`src/rtl/aardvark_pkg.sv`:
```
// ---------------------------------------------------------------------------
// aardvark_pkg
//
// Shared definitions for the fetch/PC side of the aardvark core:
//   - fetch_state_t : sequencer states IDLE, FETCH, DECODE, EXEC, MEMWAIT
//   - NEXT_*        : encodings of the decoder's nextctrl return
//   - field bounds  : where the opcode, branch/jump immediate and funct bit
//                     live inside an 8-bit instruction
// ---------------------------------------------------------------------------
package aardvark_pkg;

    typedef enum logic [2:0] {
        IDLE    = 3'd0,
        FETCH   = 3'd1,
        DECODE  = 3'd2,
        EXEC    = 3'd3,
        MEMWAIT = 3'd4
    } fetch_state_t;

    localparam logic [1:0] NEXT_NORM = 2'b00;
    localparam logic [1:0] NEXT_MEM  = 2'b01;
    localparam logic [1:0] NEXT_JAL  = 2'b10;

    localparam int OPC_MSB   = 7;
    localparam int OPC_LSB   = 5;
    localparam int IMM_MSB   = 4;
    localparam int IMM_LSB   = 1;
    localparam int FUNCT_BIT = 0;
    localparam int IMM_W     = IMM_MSB - IMM_LSB + 1;

endpackage

```
`src/rtl/next_pc_calc.sv`:
```
// ---------------------------------------------------------------------------
// next_pc_calc
//
// Purely combinational next-PC selection for the fetch sequencer.
//
// Ports:
//   pc_i        current PC
//   imm_i       4-bit immediate from the instruction (branch offset / jump
//               target low nibble)
//   jctrl_i     jump
//   jrctrl_i    jump to return register
//   beqctrl_i   branch-if-equal
//   alu_zero_i  ALU equality result
//   ra_value_i  return-address register contents
//   pc_plus1_o  pc + 1 (also the jal return address)
//   next_pc_o   selected next PC
// ---------------------------------------------------------------------------
module next_pc_calc
    import aardvark_pkg::*;
#(
    parameter int ADDR_W = 8
) (
    input  logic [ADDR_W-1:0] pc_i,
    input  logic [IMM_W-1:0]  imm_i,
    input  logic              jctrl_i,
    input  logic              jrctrl_i,
    input  logic              beqctrl_i,
    input  logic              alu_zero_i,
    input  logic [ADDR_W-1:0] ra_value_i,
    output logic [ADDR_W-1:0] pc_plus1_o,
    output logic [ADDR_W-1:0] next_pc_o
);

    logic [ADDR_W-1:0] imm_sext;
    logic [ADDR_W-1:0] branch_target;
    logic [ADDR_W-1:0] jump_target;

    // All arithmetic wraps naturally at ADDR_W bits.
    assign pc_plus1_o    = pc_i + ADDR_W'(1);
    assign imm_sext      = {{(ADDR_W-IMM_W){imm_i[IMM_W-1]}}, imm_i};
    assign branch_target = pc_plus1_o + imm_sext;
    // Jumps stay inside the current 16-instruction page.
    assign jump_target   = {pc_i[ADDR_W-1:IMM_W], imm_i};

    // beq outranks j, so a not-taken branch falls through to pc+1 even if
    // the decoder also raised jctrl.
    always_comb begin
        next_pc_o = pc_plus1_o;
        if (jrctrl_i) begin
            next_pc_o = ra_value_i;
        end else if (beqctrl_i) begin
            next_pc_o = alu_zero_i ? branch_target : pc_plus1_o;
        end else if (jctrl_i) begin
            next_pc_o = jump_target;
        end
    end

endmodule

```
`src/rtl/pc_fetch.sv`:
```
// ---------------------------------------------------------------------------
// pc_fetch
//
// Program counter and instruction-fetch sequencer sitting in front of the
// control decoder. Fetches one instruction over the imem req/ack handshake,
// hands opcode/funct to the decoder, then uses the decoder's returns to pick
// the next PC. Sequence: FETCH -> DECODE -> EXEC (-> MEMWAIT for data-memory
// ops) -> FETCH, parking in IDLE whenever run is low at an instruction end.
//
// Ports:
//   clk, rst          clock (rising edge) / asynchronous active-high reset
//   run               allow leaving IDLE and continuing to fetch
//   imem_addr         fetch address (always equals pc)
//   imem_req          fetch request, high for the whole FETCH state
//   imem_ack          imem_rdata valid this cycle
//   imem_rdata        fetched instruction
//   inst1, inst2      opcode ir[7:5] and funct ir[0] to the decoder
//   jctrl, jrctrl, beqctrl, jalctrl, nextctrl  decoder returns
//   alu_zero          ALU equality result for beq
//   ra_value          return-address register contents for jr
//   ra_wdata, ra_we   jal return address (pc+1) and one-cycle write strobe
//   pc                current PC
//   halted            self-loop detected (only with PC_HALT_DETECT_EN)
//
// Build option:
//   PC_HALT_DETECT_EN  when defined, a jump/branch whose target equals its
//                      own address sets halted and parks the sequencer in
//                      IDLE until reset. Otherwise halted is tied low and a
//                      self-loop keeps refetching.
// ---------------------------------------------------------------------------
module pc_fetch
    import aardvark_pkg::*;
#(
    parameter int                ADDR_W   = 8,
    parameter int                INST_W   = 8,
    parameter logic [ADDR_W-1:0] RESET_PC = '0
) (
    input  logic              clk,
    input  logic              rst,
    input  logic              run,
    output logic [ADDR_W-1:0] imem_addr,
    output logic              imem_req,
    input  logic              imem_ack,
    input  logic [INST_W-1:0] imem_rdata,
    output logic [2:0]        inst1,
    output logic              inst2,
    input  logic              jctrl,
    input  logic              jrctrl,
    input  logic              beqctrl,
    input  logic              jalctrl,
    input  logic [1:0]        nextctrl,
    input  logic              alu_zero,
    input  logic [ADDR_W-1:0] ra_value,
    output logic [ADDR_W-1:0] ra_wdata,
    output logic              ra_we,
    output logic [ADDR_W-1:0] pc,
    output logic              halted
);

    fetch_state_t      state_q, state_d;
    logic [ADDR_W-1:0] pc_q, pc_d;
    logic [INST_W-1:0] ir_q, ir_d;
    logic              ra_we_q, ra_we_d;
    logic [ADDR_W-1:0] ra_wdata_q, ra_wdata_d;

    logic [ADDR_W-1:0] next_pc;
    logic [ADDR_W-1:0] pc_plus1;
    logic              halt_hit;
    logic              halt_lock;

    next_pc_calc #(
        .ADDR_W (ADDR_W)
    ) u_next_pc_calc (
        .pc_i       (pc_q),
        .imm_i      (ir_q[IMM_MSB:IMM_LSB]),
        .jctrl_i    (jctrl),
        .jrctrl_i   (jrctrl),
        .beqctrl_i  (beqctrl),
        .alu_zero_i (alu_zero),
        .ra_value_i (ra_value),
        .pc_plus1_o (pc_plus1),
        .next_pc_o  (next_pc)
    );

`ifdef PC_HALT_DETECT_EN
    logic halted_q;

    // A control transfer that lands on itself can never make progress.
    assign halt_hit  = (jctrl | jrctrl | beqctrl | jalctrl) && (next_pc == pc_q);
    assign halt_lock = halted_q;
    assign halted    = halted_q;

    // Sticky until reset; it also blocks IDLE from restarting.
    always_ff @(posedge clk or posedge rst) begin
        if (rst) begin
            halted_q <= 1'b0;
        end else if (state_q == EXEC && halt_hit) begin
            halted_q <= 1'b1;
        end
    end
`else
    logic unused_jalctrl;

    // jalctrl only feeds halt detection; the jal write-back is keyed off
    // nextctrl.
    assign unused_jalctrl = jalctrl;
    assign halt_hit       = 1'b0;
    assign halt_lock      = 1'b0;
    assign halted         = 1'b0;
`endif

    // Sequencer next state. The decoder output is combinational from ir, so
    // DECODE is a single settling cycle and EXEC commits the new PC.
    always_comb begin
        state_d    = state_q;
        pc_d       = pc_q;
        ir_d       = ir_q;
        ra_we_d    = 1'b0;
        ra_wdata_d = ra_wdata_q;
        case (state_q)
            IDLE: begin
                if (run && !halt_lock) begin
                    state_d = FETCH;
                end
            end
            FETCH: begin
                if (imem_ack) begin
                    ir_d    = imem_rdata;
                    state_d = DECODE;
                end
            end
            DECODE: begin
                state_d = EXEC;
            end
            EXEC: begin
                pc_d = next_pc;
                if (nextctrl == NEXT_JAL) begin
                    ra_we_d    = 1'b1;
                    ra_wdata_d = pc_plus1;
                end
                if (halt_hit) begin
                    state_d = IDLE;
                end else begin
                    case (nextctrl)
                        NEXT_MEM:            state_d = MEMWAIT;
                        NEXT_NORM, NEXT_JAL: state_d = run ? FETCH : IDLE;
                        default:             state_d = run ? FETCH : IDLE;
                    endcase
                end
            end
            MEMWAIT: begin
                state_d = run ? FETCH : IDLE;
            end
            default: begin
                state_d = IDLE;
            end
        endcase
    end

    // State and datapath registers; reset drops imem_req at once because the
    // request is decoded straight from the state.
    always_ff @(posedge clk or posedge rst) begin
        if (rst) begin
            state_q    <= IDLE;
            pc_q       <= RESET_PC;
            ir_q       <= '0;
            ra_we_q    <= 1'b0;
            ra_wdata_q <= '0;
        end else begin
            state_q    <= state_d;
            pc_q       <= pc_d;
            ir_q       <= ir_d;
            ra_we_q    <= ra_we_d;
            ra_wdata_q <= ra_wdata_d;
        end
    end

    assign imem_req  = (state_q == FETCH);
    assign imem_addr = pc_q;
    assign pc        = pc_q;
    assign inst1     = ir_q[OPC_MSB:OPC_LSB];
    assign inst2     = ir_q[FUNCT_BIT];
    assign ra_we     = ra_we_q;
    assign ra_wdata  = ra_wdata_q;

endmodule

```
`config.mk`:
```
export PLATFORM = sky130hd
export DESIGN_NAME = pc_fetch
export DESIGN_NICKNAME = d
export VERILOG_FILES = /design/src/rtl/aardvark_pkg.sv /design/src/rtl/next_pc_calc.sv /design/src/rtl/pc_fetch.sv
export SDC_FILE = /design/constraint.sdc
export NUM_CORES = 1
export LEC_CHECK = 0
export ABC_AREA = 1
export BUFFER_PORTS_ARGS = -buffer_cell sky130_fd_sc_hd__buf_2
export CAP_MARGIN = 0
export CORE_MARGIN = 2
export CORE_UTILIZATION = 51
export DETAILED_ROUTE_END_ITERATION = 6
export GPL_ROUTABILITY_DRIVEN = 0
export PLACE_DENSITY = 0.89
export REMOVE_ABC_BUFFERS = 1
export SYNTH_ARGS = -nofsm -noshare
export SYNTH_HDL_FRONTEND = slang
export SYNTH_SLANG_ARGS = --single-unit
```
`constraint.sdc`:
```
create_clock -name clk -period 2.8 [get_ports clk]
set_input_delay 0.28 -clock clk [delete_from_list [all_inputs] [get_ports clk]]
set_output_delay 0.28 -clock clk [all_outputs]
set_load 0.01 [all_outputs]
```
# --- Yosys cells after proc, flatten, opt, wreduce, memory -nomap -nowiden ---
# Cells that the tools add are included.
word_totals:
  regBits: 28
  elab_cells: 33
  mem_count: 0
  out_inout_bits: 31
  romBits: 0
  ramBits: 0
  latch_bits: 0
classes:
  order_cmp: 0
  n_mul: 0
  n_div: 0
  add_sub_neg: 2
  n_bitwise: 0
  n_eq_ne: 9
  n_reduce_logical: 5
  mux: 11
  n_shift: 0
op_table:
  columns: ["op", "count"]
  rows:
  - ["2-to-1 mux 8 bit", 4]
  - ["one-hot mux 3 bit (5 select lines)", 1]
  - ["2-to-1 mux 3 bit", 3]
  - ["adder 8 x 1 -> 8 bit (second input constant)", 1]
  - ["adder 8 bit", 1]
  - ["AND reduction 2 bit", 4]
  - ["== test 3 x 2 -> 1 bit (second input constant)", 2]
  - ["== test 3 x 1 -> 1 bit (second input constant)", 1]
  - ["== test 3 bit (second input constant)", 1]
  - ["logical NOT 3 bit", 1]
  - ["2-to-1 mux 1 bit", 3]
  - ["!= test 3 x 1 -> 1 bit (second input constant)", 1]
  - ["== test 2 x 1 -> 1 bit (second input constant)", 1]
  - ["== test 2 bit (second input constant)", 1]
  - ["!= test 2 x 1 -> 1 bit (second input constant)", 1]
  - ["!= test 2 bit (second input constant)", 1]

# --- Logic depth before layout (Yosys ltp) ---
depth:
  ltp_word: 5
  ltp_mapped: 17
  ltp_nobuf: 17

# --- By module ---
# From an unflattened synthesis, not the netlist that was laid out.
unflattened:
  cells_unflattened: 298
  area_unflattened_um2: 2043.2
modules_own_cells:
  columns: ["mod", "cells_each", "seq_area_each_um2", "area_each_um2", "n_inst"]
  rows:
  - ["pc_fetch", 146, 700.7, 1252.5, 1]
  - ["next_pc_calc", 152, 0.0, 790.8, 1]

# --- Worst setup path before layout ---
# Ideal clock, no wire load.
synth_timing:
  path_kind: "register -> register"
  start: "register pc_q[0] (netlist: imem_addr[0])"
  end: "register pc_q[7] (netlist: imem_addr[7])"
  t_arrival_ns: 2.201
  path_slack_ns: 0.482
  synth_period_minus_slack_ns: 2.318
  path_stages_with_launch: 18
  n_path_buf: 0
  setup_time_ns: 0.117
  required_ns: 2.683
  cell_sequence: "dfrtp_1 > ha_1 > nand2_1 > nor2_1 > nand2_1 > xor2_1 > inv_1 > ha_1 > nand2_1 > inv_1 > a21oi_1 > nand2_1 > nand2_1 > nand3_1 > nand2_1 > nand3_1 > nand2_1 > nand2_1"
synth_between:
  elab_chain_cells: 5
synth_rtl:
  columns: ["item", "line_no", "rtl"]
  rows:
  - ["start: declaration", "pc_fetch.sv:61", "logic [ADDR_W-1:0] pc_q, pc_d;"]
  - ["start signal: assignment", "pc_fetch.sv:171", "pc_q <= pc_d;"]
  - ["adder 8 x 1 -> 8 bit", "next_pc_calc.sv:39", "assign pc_plus1_o = pc_i + ADDR_W'(1);"]
  - ["net pc_plus1[6]", "pc_fetch.sv:67", "logic [ADDR_W-1:0] pc_plus1;"]
  - ["adder 8 bit", "next_pc_calc.sv:41", "assign branch_target = pc_plus1_o + imm_sext;"]
  - ["2-to-1 mux 8 bit", "next_pc_calc.sv:52", "next_pc_o = alu_zero_i ? branch_target : pc_plus1_o;"]
  - ["2-to-1 mux 8 bit", "next_pc_calc.sv:51", "end else if (beqctrl_i) begin"]
  - ["2-to-1 mux 8 bit", "next_pc_calc.sv:49", "if (jrctrl_i) begin"]
# The timed path passes the listed nets, and every way through them passes these cells. The select of a mux whose other input is x is not followed.
# A chain may end at the register's enable or synchronous reset.

# --- Worst setup path in the final report ---
# Ends and elaborated chain as after synthesis.

==> load_flow_metrics.sql <==
INSERT INTO impl_metrics (metric_group, metric, value, unit) VALUES
('clock_network', 'setup_fix_bufs_post_cts', '0', ''),
('final_layout', 'multiInputGateArea', '951', 'sq um'),
('sta', 'actual_slew_at_the_worst_max_slew_pin', '1.04', 'ns'),
('clock_network', 'root_buffer', 'sky130_fd_sc_hd__clkbuf_8', ''),
('clock_network', 'tritoncts_clock_tree', 'yes', ''),
('sta', 'slew_headroom', '0.309', ''),
('job', 'drv_cap', '0', ''),
('worst_setup_path', 'cell_with_the_most_instances_on_the_worst_path', 'sky130_fd_sc_hd__nand2_1', ''),
('global_routing', 'grt_overflow_total', '0', ''),
('clock_network', 'post_cts_resized', '0', ''),
('global_routing', 'grt_pass1_wl', '6550', 'microns'),
('clock_network', 'h-tree-depth', '1', ''),
('global_routing', 'number_of_global_route_vias_before_repair', '1478', ''),
('logic_synthesis', 'ys_seq_area_frac', '0.371', ''),
('detailed_routing', 'drtAntennaViolNets', '0', ''),
('final_layout', 'antenna_cells', '0', ''),
('sta', 'finalSetupViolations', '0', ''),
('logic_synthesis', 'synth_top_area_frac', '0.371', ''),
('worst_setup_path', 'timing.critical_path.fanout_max', '6', ''),
('worst_setup_path', 'critPathArrivalTime', '2.59', 'ns'),
('detailed_routing', 'routed-via-count', '1703', ''),
('worst_setup_path', 'data_required_critical_path', '2.99', 'ns'),
('min_path', 'worst_hold_path_type', 'primary input to register', ''),
('detailed_routing', 'detail_route.wl_per_cell', '11.5', 'microns'),
('worst_setup_path', 'path_cells', 'ha_1, nand2_1, nor2_1, nand2_1, xor2_1, inv_1, ha_1, nand2_1, inv_1, a21oi_1, nand2_1, nand2_1, nand3_1, nand2_1, nand3_1, nand2_1, nand2_1', ''),
('logic_synthesis', 'post_synth_instance_area', '1890', 'sq um'),
('logic_synthesis', 'synth-edff-count', '0', ''),
('worst_setup_path', 'cp_slowest_cell', 'sky130_fd_sc_hd__dfrtp_1', ''),
('power_and_ir_drop', 'swShare', '0.481', ''),
('placed_design', 'place.port_buffers', '55', ''),
('detailed_routing', 'viasPerCell', '5.02', ''),
('sta', 'slew_violations', '0', ''),
('floorplanning', 'core.rowCount', '22', ''),
('power_and_ir_drop', 'internal-power', '1.41', 'mW'),
('logic_synthesis', 'netlist.top_cell.by_area', 'sky130_fd_sc_hd__dfrtp_1', ''),
('global_routing', 'initial_antenna_violation_count', '0', ''),
('logic_synthesis', 'postSynth.topFlopCell', 'sky130_fd_sc_hd__dfrtp_1', ''),
('power_and_ir_drop', 'p_clk_frac', '0.095', ''),
('final_layout', 'mostFrequentLayoutCell', 'sky130_fd_sc_hd__nand2_1', ''),
('min_path', 'hold-path-cell-count', '2', ''),
('placed_design', 'detailed_place_hpwl', '3070', 'microns'),
('sta', 'finalClockSkew', '0.0104', 'ns'),
('power_and_ir_drop', 'p_sw', '1.30', 'mW'),
('floorplanning', 'placeableCoreArea', '3610', 'sq um'),
('clock_network', 'cts_hold_buf', '0', ''),
('logic_synthesis', 'post_synth_main_area_contributors', 'sky130_fd_sc_hd__dfrtp_1 (37%), sky130_fd_sc_hd__nand2_1 (13%), sky130_fd_sc_hd__ha_1 (6.0%)', ''),
('power_and_ir_drop', 'power_leakage', '1.22', 'nW'),
('detailed_routing', 'drt_iter0_markers', '76', ''),
('floorplanning', 'fp.dieH', '64.8', 'microns'),
('floorplanning', 'design.portCount', '58', ''),
('final_layout', 'seq_area', '701', 'sq um'),
('clock_network', 'cts_made_buffers', '3', ''),
('floorplanning', 'start_util', '0.524', ''),
('status', 'status', 'finished, final reports clean', ''),
('worst_setup_path', 'regToRegSetupSlack', '0.39', 'ns'),
('power_and_ir_drop', 'seq_power_share', '0.277', ''),
('clock_network', 'cts.sinks', '28', ''),
('worst_setup_path', 'cp-startpoint', 'imem_addr[0]', ''),
('logic_synthesis', 'synthDistinctLibCells', '34', ''),
('sta', 'finalSetupTns', '0', 'ns'),
('worst_setup_path', 'start_kind', 'register', ''),
('logic_synthesis', 'async_reset_ff_frac', '1.00', ''),
('worst_setup_path', 'worstSetupPathType', 'register to register', ''),
('sta', 'layout_min_cycle_time', '2.41', 'ns'),
('global_routing', 'grt_use_total', '0.199', ''),
('worst_setup_path', 'worstSetupPathDepth', '17', ''),
('global_routing', 'pin_count_of_the_biggest_net_entering_global_routing', '29', ''),
('power_and_ir_drop', 'vdd_ir_drop_max', '0.499', 'mV'),
('final_layout', 'area_added_between_synthesis_and_finish', '15.6', '%'),
('power_and_ir_drop', 'power.share.combinational', '0.628', ''),
('power_and_ir_drop', 'power.density', '1240', 'nW/um^2');
cell type report:
| cell class | instances | share of cell area |
|---|---|---|
| inverter | 33 | 0.0579 |
| tap | 48 | 0.0275 |
| timing repair buffer | 57 | 0.133 |
| clock buffer | 4 | 0.0252 |
| sequential | 28 | 0.321 |
| multi-input combinational | 169 | 0.436 |
cells in the mapped netlist (2+ instances only):
cell type and number:
sky130_fd_sc_hd__xor2_1 4, sky130_fd_sc_hd__nand4_1 2, sky130_fd_sc_hd__nand3_1 16, sky130_fd_sc_hd__nand2_2 2
sky130_fd_sc_hd__inv_2 5, sky130_fd_sc_hd__o22ai_1 3, sky130_fd_sc_hd__nor2_1 22, sky130_fd_sc_hd__o21ai_0 7
sky130_fd_sc_hd__buf_4 12, sky130_fd_sc_hd__o21ai_1 3, sky130_fd_sc_hd__dfrtp_1 28, sky130_fd_sc_hd__a21oi_1 13
sky130_fd_sc_hd__o21ai_2 6, sky130_fd_sc_hd__inv_1 27, sky130_fd_sc_hd__ha_1 9, sky130_fd_sc_hd__nand2_1 63
sky130_fd_sc_hd__mux2_2 6
metrics by stage:
stage	std cells	cell area [sq um]	util	worst slack, ns	hold WS (ns)
2_1_floorplan	230	1780	-	0.416	0.345
3_3_place_gp	335	2130	0.590	0.474	0.448
3_5_place_dp	335	2130	0.590	0.402	0.459
4_1_cts	339	2180	0.605	0.386	0.199
5_1_grt	339	2180	0.605	0.0870	0.204
6_report	339	2180	0.605	0.390	0.204
registers in the layout, indices dropped and copies added, names as in the netlist:
| name | cells |
|---|---|
| imem_addr | 8 |
| state_q | 3 |
| ra_we | 1 |
| ra_wdata | 8 |
| ir_q | 8 |
metal layers:
layer | GRT usage | vias to the layer above | part of all wire
met5 | 0 | - | 0
met4 | 0.0585 | 0 | 0.015
met3 | 0.0451 | 9 | 0.070
met2 | 0.338 | 71 | 0.49
met1 | 0.253 | 751 | 0.43
li1 | - | 872 | -
kinds of logic after synthesis:
group	Yosys count	synth area share
other	1	0.00199
muxes	6	0.0358
DFF	28	0.371
buffers and inverters	48	0.125
AOI/OAI and AO/OA	36	0.115
and+or+nand+nor	112	0.262
xor gates and xnor gates	4	0.0186
adders and majority gates	10	0.0702
power by group through the flow:
stage               clock, mW  combinational (mW)  sequential [mW]
floorplan                   0                1.12            0.836
global placement            0                1.62            0.746
detailed placement          0                1.68            0.762
CTS                     0.260                1.69            0.753
global route            0.273                1.94            0.788
finish                  0.257                1.70            0.751
worst min-delay path by stage:
stage,startpoint,end
6_report,nextctrl[0],ra_we
5_1_grt,nextctrl[0],ra_we
4_1_cts,nextctrl[0],ra_we
3_5_place_dp,ra_wdata[3],ra_wdata[3]
3_3_place_gp,ra_wdata[5],ra_wdata[5]
2_1_floorplan,rst,imem_addr[0]
(Power assumes the default switching activity.)
